`src/rtl/io_bank_pkg.sv`:
```
// Shared constants for the I/O channel bank: register-window select codes
// and bit positions inside the per-channel status word.
package io_bank_pkg;

  localparam logic SEL_DATA   = 1'b0;
  localparam logic SEL_STATUS = 1'b1;

  localparam int ST_RX_NONEMPTY  = 0;
  localparam int ST_TX_VALID     = 1;
  localparam int ST_RX_UNDERFLOW = 2;
  localparam int ST_TX_DROP      = 3;
  localparam int ST_COUNT_LSB    = 4;

endpackage

```
`src/rtl/io_rx_fifo.sv`:
```
// Per-channel receive FIFO: wrapping pointers plus a separate occupancy count,
// so full and empty are unambiguous. Head is presented combinationally.
module io_rx_fifo #(
  parameter int WIDTH = 16,
  parameter int DEPTH = 4
) (
  input  logic                       clock,
  input  logic                       reset,
  input  logic                       push,
  input  logic [WIDTH-1:0]           push_data,
  input  logic                       pop,
  output logic [WIDTH-1:0]           head,
  output logic [$clog2(DEPTH+1)-1:0] count,
  output logic                       full,
  output logic                       empty
);

  localparam int PW = $clog2(DEPTH);
  localparam int CW = $clog2(DEPTH+1);

  logic [WIDTH-1:0] mem_q [DEPTH];
  logic [PW-1:0]    wr_ptr_q, rd_ptr_q;
  logic [CW-1:0]    count_q, count_d;
  logic             push_ok, pop_ok;

  // Guard against overflow/underflow even if the caller does not.
  assign push_ok = push && !full;
  assign pop_ok  = pop && !empty;

  always_comb begin
    count_d = count_q;
    case ({push_ok, pop_ok})
      2'b10:   count_d = count_q + CW'(1);
      2'b01:   count_d = count_q - CW'(1);
      default: count_d = count_q;
    endcase
  end

  always_ff @(posedge clock or posedge reset) begin
    if (reset) begin
      wr_ptr_q <= '0;
      rd_ptr_q <= '0;
      count_q  <= '0;
    end else begin
      if (push_ok) wr_ptr_q <= wr_ptr_q + PW'(1);
      if (pop_ok)  rd_ptr_q <= rd_ptr_q + PW'(1);
      count_q <= count_d;
    end
  end

  always_ff @(posedge clock) begin
    if (push_ok) mem_q[wr_ptr_q] <= push_data;
  end

  assign head  = mem_q[rd_ptr_q];
  assign count = count_q;
  assign full  = (count_q == CW'(DEPTH));
  assign empty = (count_q == '0);

endmodule

```
`src/rtl/io_channel_bank.sv`:
```
// Memory-mapped bank of NUM_CH I/O channels: receive FIFO, handshaked transmit
// register and sticky error bits per channel, behind a {channel, sel} window.
module io_channel_bank
  import io_bank_pkg::*;
#(
  parameter int WIDTH  = 16,
  parameter int NUM_CH = 4,
  parameter int DEPTH  = 4,
  localparam int AW    = $clog2(NUM_CH) + 1
) (
  input  logic                    clock,
  input  logic                    reset,
  input  logic [AW-1:0]           cpu_addr,
  input  logic                    cpu_rd,
  input  logic                    cpu_wr,
  input  logic [WIDTH-1:0]        cpu_wdata,
  output logic [WIDTH-1:0]        cpu_rdata,
  input  logic [NUM_CH*WIDTH-1:0] in_data,
  input  logic [NUM_CH-1:0]       in_valid,
  output logic [NUM_CH-1:0]       in_ready,
  output logic [NUM_CH*WIDTH-1:0] out_data,
  output logic [NUM_CH-1:0]       out_valid,
  input  logic [NUM_CH-1:0]       out_ready,
  output logic                    irq
);

  localparam int CHW  = (NUM_CH > 1) ? $clog2(NUM_CH) : 1;
  localparam int CNTW = $clog2(DEPTH+1);

  logic             sel;
  logic [CHW-1:0]   ch_field;
  logic             ch_ok;
  logic             rd_eff;
  logic [NUM_CH-1:0] hit;
  logic [NUM_CH-1:0] empty;
  logic [WIDTH-1:0] rd_word [NUM_CH];
  logic [WIDTH-1:0] cpu_rdata_q, cpu_rdata_d;

  generate
    if (NUM_CH > 1) begin : g_ch_field
      assign ch_field = cpu_addr[AW-1:1];
    end else begin : g_ch_zero
      assign ch_field = '0;
    end
  endgenerate

  assign sel    = cpu_addr[0];
  assign ch_ok  = (32'(ch_field) < NUM_CH);
  // A simultaneous write suppresses the read entirely, including its pop.
  assign rd_eff = cpu_rd && !cpu_wr;

  genvar gi;
  generate
    for (gi = 0; gi < NUM_CH; gi++) begin : g_ch
      logic             rd_data, wr_data, wr_stat;
      logic             push, pop, full, load;
      logic [WIDTH-1:0] head;
      logic [CNTW-1:0]  count;
      logic             ov_q, ov_d, uf_q, uf_d, drop_q, drop_d;
      logic [WIDTH-1:0] od_q, od_d;
      logic [WIDTH-1:0] status;

      assign hit[gi]  = ch_ok && (ch_field == CHW'(gi));
      assign rd_data  = rd_eff && hit[gi] && (sel == SEL_DATA);
      assign wr_data  = cpu_wr && hit[gi] && (sel == SEL_DATA);
      assign wr_stat  = cpu_wr && hit[gi] && (sel == SEL_STATUS);
      assign push     = in_valid[gi] && !full;
      assign pop      = rd_data && !empty[gi];

      io_rx_fifo #(.WIDTH(WIDTH), .DEPTH(DEPTH)) u_fifo (
        .clock     (clock),
        .reset     (reset),
        .push      (push),
        .push_data (in_data[gi*WIDTH +: WIDTH]),
        .pop       (pop),
        .head      (head),
        .count     (count),
        .full      (full),
        .empty     (empty[gi])
      );

      // The slot is free if empty or being drained by the consumer this cycle.
      assign load   = wr_data && (!ov_q || out_ready[gi]);
      assign ov_d   = load || (ov_q && !out_ready[gi]);
      assign od_d   = load ? cpu_wdata : od_q;
      assign uf_d   = (rd_data && empty[gi]) ||
                      (uf_q && !(wr_stat && cpu_wdata[ST_RX_UNDERFLOW]));
      assign drop_d = (wr_data && ov_q && !out_ready[gi]) ||
                      (drop_q && !(wr_stat && cpu_wdata[ST_TX_DROP]));

      always_ff @(posedge clock or posedge reset) begin
        if (reset) begin
          ov_q   <= 1'b0;
          od_q   <= '0;
          uf_q   <= 1'b0;
          drop_q <= 1'b0;
        end else begin
          ov_q   <= ov_d;
          od_q   <= od_d;
          uf_q   <= uf_d;
          drop_q <= drop_d;
        end
      end

      always_comb begin
        status                            = '0;
        status[ST_RX_NONEMPTY]            = !empty[gi];
        status[ST_TX_VALID]               = ov_q;
        status[ST_RX_UNDERFLOW]           = uf_q;
        status[ST_TX_DROP]                = drop_q;
        status[ST_COUNT_LSB +: CNTW]      = count;
      end

      assign rd_word[gi] = (sel == SEL_STATUS) ? status :
                           (empty[gi] ? '0 : head);

      assign in_ready[gi]                 = !full;
      assign out_valid[gi]                = ov_q;
      assign out_data[gi*WIDTH +: WIDTH]  = od_q;
    end
  endgenerate

  always_comb begin
    cpu_rdata_d = cpu_rdata_q;
    if (rd_eff) begin
      cpu_rdata_d = '0;
      for (int c = 0; c < NUM_CH; c++) begin
        if (hit[c]) cpu_rdata_d = rd_word[c];
      end
    end
  end

  always_ff @(posedge clock or posedge reset) begin
    if (reset) cpu_rdata_q <= '0;
    else       cpu_rdata_q <= cpu_rdata_d;
  end

  assign cpu_rdata = cpu_rdata_q;
  assign irq       = |(~empty);

endmodule

```
`config.mk`:
```
export PLATFORM = sky130hd
export DESIGN_NAME = io_channel_bank
export DESIGN_NICKNAME = d
export VERILOG_FILES = /design/src/rtl/io_bank_pkg.sv /design/src/rtl/io_rx_fifo.sv /design/src/rtl/io_channel_bank.sv
export SDC_FILE = /design/constraint.sdc
export NUM_CORES = 1
export LEC_CHECK = 0
export CELL_PAD_IN_SITES_DETAIL_PLACEMENT = 1
export CELL_PAD_IN_SITES_GLOBAL_PLACEMENT = 1
export CORE_UTILIZATION = 40
export DETAILED_ROUTE_END_ITERATION = 7
export DONT_BUFFER_PORTS = 1
export PLACE_DENSITY = 0.64
export SLEW_MARGIN = 20
export SYNTH_ARGS = -nofsm -noshare
export SYNTH_HDL_FRONTEND = slang
export SYNTH_SLANG_ARGS = --single-unit
```
`constraint.sdc`:
```
create_clock -name clock -period 4.48 [get_ports clock]
set_input_delay 1.12 -clock clock [delete_from_list [all_inputs] [get_ports clock]]
set_output_delay 1.12 -clock clock [all_outputs]
set_load 0.05 [all_outputs]
```
==> flow_summary.toml, run 1 <==
[status]
status = "completed"

[floorplanning]
fp-row-count = 71
ios = 184
start_util = 0.406
fp.coreArea_um2 = 37600
fp.dieH_um = 197
dieWidth_um = 197
dieArea_um2 = 38900

[cells_and_area]
final_cell_area_um2 = 16900
regArea_um2 = 10700
layout-drive-gt1-share = 0.213
fillCellCount = 3545
final_cell_mix = "edfxtp_1, dfrtp_1, mux2_2, mux4_2, clkbuf_16"
multiInputGateArea_um2 = 4180
area_growth_pct = 11.0
final_common_cell = "edfxtp_1"
finalNetCount = 969
antenna_cells = 0

[yosys]
syn_avg_cell_area_um2 = 18.0
ys_ff_latch = 376
synth-seq-area-share = 0.700
yosys_most_used_dff = "edfxtp_1"
ys_types = 52
async_flop_share = 0.319
synthTopCellsByArea = "edfxtp_1, dfrtp_1, mux4_2, mux2_2, mux4_1"
syn_inst = 849
synth-edff-count = 256
synth_area_leader_cell = "edfxtp_1"
syn_area_um2 = 15300
synth_top_area_share = 0.504
synth.yosys.warnings = 0
synth_nets = 968

[worst_hold_path]
hp-class = "flop to flop"

[place]
gp_congestion = 0.780
io_buffer_count = 0
dp_hpwl_um = 24700
placed_cell_area_um2 = 15700

[global_route]
grt.total_usage = 0.189
grt_max_degree = 65
grt_pass1_wl_um = 53500
antenna_found_initial = 2
overflow = 0
grt_pass1_vias = 8102

[drt]
first_pass_iters = 7
drt_wl_total_um = 36100
wire_per_inst_um = 25.9
num_vias = 7643
drtIter0Drc = 442
antenna_left = 0
vias_per_cell = 5.49
drc = 0

[worst_setup_path]
r2r_slack_ps = 1650
endpoint_kind = "output pin"
cpPeakStageDelay_ps = 780
cp_max_fo = 5
crit_slowest_cell = "nand4_1"
cp.arrival_ps = 2430
startpoint_type = "flop"
path_cells = "nor3_1 -> nand4_1"
path_class = "flop to output pin"
worstPathRequired_ps = 3360

[clock_tree]
cts_tree = "yes"
hold_buffers = 0
clk_path_buf_depth = 3
clkLatencyLatePin_ps = 570
cts-resized-gates = 0
clkTransAtPathRegs_ps = 60
h-tree-depth = 2
cts-root-buf = "clkbuf_16"
cts_setup_buffers = 0
clock_sinks = 376
cts_made_buffers = 41

[pwr]
peakVddDrop_uv = 340
power_density_nw_per_um2 = 667
p_leak_nw = 6.07

[timing]
rsz0062_at_grt = "false"
finalHoldViolations = 0
fmax_mhz = 282
setup_tns_ps = 0
fin_crit_sh = 0.793
min_period_ps = 3550
fin_skew_ps = 23.3
maxSlewViolCount = 0
setup_violations = 0
slew_headroom = 0.330
worst_slew_pin_slew_ps = 1000

[run]
max_cap_viol_count = 0
report_power, final:
group | switching [mW] | internal (mW) | leakage (nW)
combinational | 1.17 | 1.04 | 1.65
clock | 1.33 | 1.90 | 0.626
sequential | 1.30 | 4.55 | 3.79
total | 3.80 | 7.50 | 6.07
cells in the mapped netlist (7+ instances only):
library cell,count
nand2_1,17
edfxtp_1,256
nor2_1,15
buf_4,8
buf_6,7
a31oi_1,7
nand3_1,19
xor2_1,12
and2_1,9
mux4_2,53
ha_1,20
dfrtp_1,120
inv_1,27
o21ai_0,16
a221o_1,7
and3_1,20
a21oi_1,27
mux4_1,13
nor3_1,7
clkbuf_1,16
a22o_1,9
xnor2_1,12
buf_2,14
a221oi_1,7
mux2_2,69
logic make-up (layout without fill, tap and decap cells):
logic type	after synthesis	in the layout	synth area share
xor+xnor	24	24	0.0138
mux	139	139	0.154
simple gates	113	113	0.0397
compound gates	98	98	0.0444
fa+ha+maj	24	24	0.0216
buf+inv	75	106	0.0261
flops	376	376	0.700
cell type report:
cell class	count	share of cell area
Clock buffer	57	0.0678
Clock inverter	16	0.00760
Inverter	28	0.00635
Multi-Input combinational cell	398	0.247
Sequential cell	376	0.631
Tap cell	511	0.0377
Timing Repair Buffer	5	0.00295
registers in the layout (all words and copies together), names as in the netlist:
register,cells
cpu_rdata,16
g_ch.drop_q,4
g_ch.u_fifo.wr_ptr_q,8
g_ch.od_q,64
g_ch.u_fifo.mem_q,256
g_ch.u_fifo.rd_ptr_q,8
g_ch.ov_q,4
g_ch.uf_q,4
g_ch.u_fifo.count,12
routing by layer:
| metal | GRT usage | share of wire | vias to the layer above |
|---|---|---|---|
| li1 | - | - | 3336 |
| met1 | 0.238 | 0.41 | 3984 |
| met2 | 0.299 | 0.47 | 259 |
| met3 | 0.0721 | 0.095 | 60 |
| met4 | 0.0657 | 0.024 | 4 |
| met5 | 0 | 0.00075 | - |
through the flow:
stage | cells | utilization | hold slack [ps] | power, mW | worst slack [ps]
after detailed placement | 1318 | 0.417 | 504 | 8.22 | 1130
final | 1391 | 0.451 | 517 | 11.3 | 928
after floorplan | 849 | - | 466 | 7.40 | 174
after global routing | 1391 | 0.451 | 536 | 11.8 | 801
after CTS | 1391 | 0.451 | 518 | 11.5 | 903
after global placement | 1318 | 0.417 | 492 | 8.15 | 1170
worst max-delay path, delay by kind of cell, from the launching register on:
kind	cells	cell delay, ps
flip-flops	1	430
AND/OR/NAND/NOR	2	1440
worst paths after layout:
check,start,endpoint,cells after the start
max,g_ch[0].u_fifo.count[0]$_DFFE_PP0P_,irq,2
min,g_ch[3].uf_q$_DFF_PP0_,g_ch[3].uf_q$_DFF_PP0_,2
max reg2reg,g_ch[1].u_fifo.count[0]$_DFFE_PP0P_,g_ch[1].u_fifo.count[2]$_DFFE_PP0P_,10
min reg2reg,g_ch[3].uf_q$_DFF_PP0_,g_ch[3].uf_q$_DFF_PP0_,2
max in group asynchronous,reset,g_ch[2].u_fifo.rd_ptr_q[0]$_DFFE_PP0P_,2
min in group asynchronous,reset,g_ch[3].od_q[8]$_DFFE_PP0P_,1
No activity file was read; power rests on OpenSTA's default activity.
==> run 2, diff against run 1 <==
--- a/config.mk
+++ b/config.mk
@@ -10,7 +10,7 @@
 export CORE_UTILIZATION = 40
 export DETAILED_ROUTE_END_ITERATION = 7
 export DONT_BUFFER_PORTS = 1
-export PLACE_DENSITY = 0.64
+export PLACE_DENSITY = 0.62
 export SLEW_MARGIN = 20
 export SYNTH_ARGS = -nofsm -noshare
 export SYNTH_HDL_FRONTEND = slang
==> constraint.sdc (replaced) <==
create_clock -name clock -period 3.7 [get_ports clock]
set_input_delay 0.925 -clock clock [delete_from_list [all_inputs] [get_ports clock]]
set_output_delay 0.925 -clock clock [all_outputs]
set_load 0.05 [all_outputs]
==> run 2 against run 1 <==
Compared with the run above: worst setup slack worse by 140 ps; final cell count grew 0.79%; sequential power grew 20%; die area unchanged; combinational power rose by 27%; hold slack worse by 370 ps; first-iteration DRC count increased by 0.23%; routed wire length rose by 0.44%; final area rose by 0.39%; register-to-register slack worse by 390 ps; clock-buffer cell count decreased by 5; critical endpoint unchanged.
==> flow_summary.toml, run 2 (synthesis gave the netlist of run 1 again) <==
[global_route]
antenna_found_initial = 1
grt_max_degree = 83
overflow = 0
grt_pass1_wl_um = 53900
grt.total_usage = 0.190
grt_pass1_vias = 8127

[clock_tree]
h-tree-depth = 2
clkLatencyLatePin_ps = 540
hold_buffers = 0
cts-root-buf = "clkbuf_16"
clk_path_buf_depth = 3
cts_setup_buffers = 0
cts-resized-gates = 0
clock_sinks = 376
clkTransAtPathRegs_ps = 60
cts_made_buffers = 41
cts_tree = "yes"

[floorplanning]
fp-row-count = 71
fp.coreArea_um2 = 37600
dieWidth_um = 197
start_util = 0.406
ios = 184
dieArea_um2 = 38900
fp.dieH_um = 197

[place]
gp_congestion = 0.807
dp_cells = 1330
dp_hpwl_um = 25200
io_buffer_count = 0

[timing]
maxSlewViolCount = 0
rsz0062_at_grt = "false"
finalHoldViolations = 0
worst_slew_pin_slew_ps = 937
fin_skew_ps = 8.96
min_period_ps = 2920
slew_headroom = 0.375
fin_crit_sh = 0.788
setup_violations = 0
fmax_mhz = 343
setup_tns_ps = 0

[drt]
top_layer = "met4"
met3_wirelength_um = 3460
num_vias = 7638
first_pass_iters = 5
wire_per_inst_um = 25.8
drtIter0Drc = 443
drt-met1-wl_um = 14900
drc = 0
drt_wl_total_um = 36200
antenna_left = 0
wl_met2_um = 17100
vias_per_cell = 5.45

[cells_and_area]
fin_cells = 1402
layout-drive-gt1-share = 0.225
final_common_cell = "edfxtp_1"
final_cell_mix = "edfxtp_1, dfrtp_1, mux2_2, mux4_2, clkbuf_16"
regMostFlops = "g_ch.u_fifo.mem_q"
fin_util = 0.453
fillCellCount = 3529
largest_reg_flops = 256
area_growth_pct = 11.4
finalNetCount = 981

[pwr]
p_leak_nw = 6.11
peakVddDrop_uv = 430
power_density_nw_per_um2 = 804
power_mw = 13.7

[worst_setup_path]
cpPeakStageDelay_ps = 580
r2r_start = "g_ch[0].u_fifo.rd_ptr_q[0]$_DFFE_PP0P_"
critPathBufInv = 1
worstPathRequired_ps = 2770
worstReg2RegEnd = "cpu_rdata[7]$_DFFE_PP0N_"
startpoint_type = "flop"
endpoint_kind = "output pin"
cp_max_fo = 5
path_class = "flop to output pin"
path_delay_family = "simple AND/OR/NAND/NOR gates"
path_cells = "nor3_1 -> nand4_1 -> buf_4"
cp.arrival_ps = 1990
crit_slowest_cell = "nor3_1"
reg2reg_depth = 3
r2r_slack_ps = 1260

[worst_hold_path]
hp-class = "input pin to async pin"

[status]
status = "completed"

[run]
max_cap_viol_count = 0
## run 2: changes by cell type in the layout (fill, tap and decap cells not counted), moves of 2 or more
cell and delta:
clkbuf_16 -2, inv_6 -2, buf_4 +12, clkbuf_1 -4, clkinv_2 +3
## run 2: layout make-up
| class | instances | area [um^2] | share of cell area |
|---|---|---|---|
| antenna | 1 | 2.50 | 0.000147 |
| clock buffer | 52 | 1100 | 0.0645 |
| clock inverter | 19 | 163 | 0.00956 |
| inverter | 28 | 109 | 0.00640 |
| multi-input combinational | 398 | 4180 | 0.246 |
| sequential | 376 | 10700 | 0.628 |
| tap | 511 | 639 | 0.0376 |
| timing repair buffer | 17 | 131 | 0.00772 |
## run 2: worst max-delay path by stage
| stage | start | end | cells after the start |
|---|---|---|---|
| after global placement | cpu_addr[0] | g_ch[3].u_fifo.count[2]$_DFFE_PP0P_ | 9 |
| after detailed placement | cpu_addr[0] | g_ch[0].u_fifo.count[2]$_DFFE_PP0P_ | 9 |
| after global routing | g_ch[1].u_fifo.count[0]$_DFFE_PP0P_ | irq | 3 |
| final | g_ch[1].u_fifo.count[0]$_DFFE_PP0P_ | irq | 3 |
| after floorplan | cpu_wr | g_ch[1].u_fifo.count[2]$_DFFE_PP0P_ | 10 |
| after CTS | g_ch[1].u_fifo.count[0]$_DFFE_PP0P_ | irq | 3 |
## run 2: per-stage QoR
step | worst slack (ps) | cell area (um^2) | hold slack, ps
after floorplan | 893 | 15300 | 466
after global placement | 1020 | 15700 | 486
after detailed placement | 973 | 15700 | 505
after CTS | 771 | 17000 | 111
after global routing | 644 | 17000 | 117
final | 784 | 17000 | 143
## run 2: worst reg2reg max path, stage by stage (launching register included)
cell,delay (ps)
dfrtp_1,950
mux4_1,730
a221oi_1,460
o41ai_1,160
## run 2: power by group
part / total, mW / leakage (nW) / internal [mW] / switching (mW)
registers: 7.02 / 3.79 / 5.51 / 1.50
clock network: 3.87 / 0.625 / 2.29 / 1.57
logic: 2.81 / 1.70 / 1.29 / 1.51
total: 13.7 / 6.11 / 9.10 / 4.59
## run 2: routing by layer
| metal | vias to the layer above | track usage |
|---|---|---|
| met5 | - | 0 |
| met4 | 0 | 0.0568 |
| met3 | 48 | 0.0751 |
| met2 | 245 | 0.299 |
| met1 | 3989 | 0.243 |
| li1 | 3356 | - |
==> run 3, diff against run 2 <==
--- a/config.mk
+++ b/config.mk
@@ -10,7 +10,7 @@
 export CORE_UTILIZATION = 40
 export DETAILED_ROUTE_END_ITERATION = 7
 export DONT_BUFFER_PORTS = 1
-export PLACE_DENSITY = 0.62
+export PLACE_DENSITY = 0.64
 export SLEW_MARGIN = 20
 export SYNTH_ARGS = -nofsm -noshare
 export SYNTH_HDL_FRONTEND = slang
==> constraint.sdc (replaced) <==
create_clock -name clock -period 2.36 [get_ports clock]
set_input_delay 0.59 -clock clock [delete_from_list [all_inputs] [get_ports clock]]
set_output_delay 0.59 -clock clock [all_outputs]
set_load 0.05 [all_outputs]
==> run 3 against run 2 <==
Compared with the run above: first-iteration DRC count is 2.7% higher; utilization is 1.4 points higher; clock skew is 7.6 ps higher; critical path depth stayed put; routed wire length is 0.62% higher; final cell count is 3.8% higher; register-to-register slack worse by 1100 ps; clock power is 59% higher; via count is 2.2% higher; non-clock buffer count is 51 higher; worst setup slack worse by 740 ps; critical path type unchanged; critical endpoint unchanged.
==> flow_summary.toml, run 3 (synthesis gave the netlist of run 1 again) <==
[status]
status = "completed"

[timing]
rsz0062_at_grt = "false"
worst_slew_pin_slew_ps = 697
fmax_mhz = 432
fin_crit_sh = 0.981
setup_tns_ps = 0
fin_skew_ps = 16.6
slew_headroom = 0.535
maxSlewViolCount = 0
worst_slack_ps = 45.5
finalHoldViolations = 0
setup_violations = 0
min_period_ps = 2310

[drt]
num_vias = 7808
wire_per_inst_um = 25.1
drt_wl_total_um = 36500
drt-met1-wl_um = 14600
top_layer = "met4"
met3_wirelength_um = 3560
wl_met2_um = 17500
vias_per_cell = 5.37
first_pass_iters = 4
antenna_left = 0
drtIter0Drc = 455
drc = 0

[floorplanning]
dieArea_um2 = 38900
fp-row-count = 71
ios = 184
fp.dieH_um = 197
start_util = 0.406
fp.coreArea_um2 = 37600
dieWidth_um = 197

[cells_and_area]
regArea_um2 = 10700
final_cell_mix = "edfxtp_1, dfrtp_1, mux2_2, buf_4, mux4_2"
fin_cells = 1455
final_cell_area_um2 = 17500
finalNetCount = 1031
multiInputGateArea_um2 = 4240
layout-drive-gt1-share = 0.279
final_common_cell = "edfxtp_1"
largest_reg_flops = 256
area_growth_pct = 14.9
regMostFlops = "g_ch.u_fifo.mem_q"
fillCellCount = 3507

[pwr]
power_mw = 22.0
p_leak_nw = 6.41
power_density_nw_per_um2 = 1260
p_int_mw = 14.7
peakVddDrop_uv = 807
power_switching_mw = 7.29
power_frac_seq = 0.484
p_sw_frac = 0.331
combPwrFrac = 0.237
pwr-share-clk = 0.278

[place]
dp_cells = 1376
dp_worst_setup_slack_ps = 45.7
io_buffer_count = 0
gp_congestion = 0.791
dp_hpwl_um = 25300
placed_cell_area_um2 = 16200

[clock_tree]
clkTransAtPathRegs_ps = 60
clkLatencyLatePin_ps = 540
h-tree-depth = 2
clock_sinks = 376
cts-root-buf = "clkbuf_16"
clk_path_buf_depth = 3
cts_tree = "yes"
cts_made_buffers = 40

[run]
max_cap_viol_count = 0

[global_route]
overflow = 0
antenna_found_initial = 3
grt_max_degree = 121
grt.total_usage = 0.191
grt_pass1_vias = 8407
grt_pass1_wl_um = 54100

[worst_setup_path]
cp.arrival_ps = 1720
worstPathRequired_ps = 1770
startpoint_type = "flop"
path_class = "flop to output pin"
endpoint_kind = "output pin"
r2r_slack_ps = 200
cp_max_fo = 6

[worst_hold_path]
hp-class = "input pin to async pin"
## run 3: changes by cell type in the layout (fill, tap and decap cells not counted), sizes merged
cell,previous run,this run
diode,1,2
clkbuf,52,62
inv,27,26
clkinv,16,8
buf,17,68
## run 3: area by class of cell
| class | count | share of cell area |
|---|---|---|
| flip-flops and latches | 376 | 0.609 |
| repair buffers | 68 | 0.0329 |
| well taps | 511 | 0.0364 |
| diodes | 2 | 0.000285 |
| clock buffers | 62 | 0.0658 |
| clock inverters | 10 | 0.00713 |
| multi-input cells | 398 | 0.242 |
| inverters | 28 | 0.00620 |
## run 3: power by group through the flow
stage	combinational (mW)	clock, mW	sequential (mW)
2_1_floorplan	3.67	0	10.4
3_3_place_gp	5.21	0	10.7
3_5_place_dp	5.27	0	10.8
4_1_cts	5.32	6.31	10.7
5_1_grt	5.65	6.55	10.9
6_report	5.23	6.14	10.7
## run 3: what timing repair did
action / CTS / global route
endpoints found under the setup margin: 1 / 1
hold buffers: 0 / 0
gates resized for setup: 5 / 3
pin swaps: 0 / 2
buffers inserted: 0 / 5
## run 3: path summary, 6_finish.rpt
check / depth (start not counted) / start / endpoint
min reg2reg: 2 / g_ch[3].uf_q$_DFF_PP0_ / g_ch[3].uf_q$_DFF_PP0_
min in group clock: 0 / in_data[45] / g_ch[2].u_fifo.mem_q[0][13]$_DFFE_PP_
max reg2reg: 11 / g_ch[2].u_fifo.count[0]$_DFFE_PP0P_ / g_ch[2].u_fifo.count[2]$_DFFE_PP0P_
max: 3 / g_ch[3].u_fifo.count[2]$_DFFE_PP0P_ / irq
max in group asynchronous: 2 / reset / g_ch[2].u_fifo.count[0]$_DFFE_PP0P_
min: 2 / reset / g_ch[0].od_q[1]$_DFFE_PP0P_
## run 3: metal layers
metal | vias up | global-route usage
li1 | 3457 | -
met4 | 0 | 0.0557
met1 | 4054 | 0.234
met2 | 246 | 0.311
met5 | - | 0
met3 | 51 | 0.0755
## run 3: per-stage QoR
stage / hold WS (ps) / util
6_report: 92.6 / 0.467
5_1_grt: 116 / 0.467
4_1_cts: 117 / 0.466
3_5_place_dp: 502 / 0.431
3_3_place_gp: 486 / 0.431
2_1_floorplan: 466 / -
## run 3: worst max-delay path: stages (launching register included)
cell and delay [ps]:
dfrtp_2 480, nor3_4 260, nand4_1 220, buf_6 230
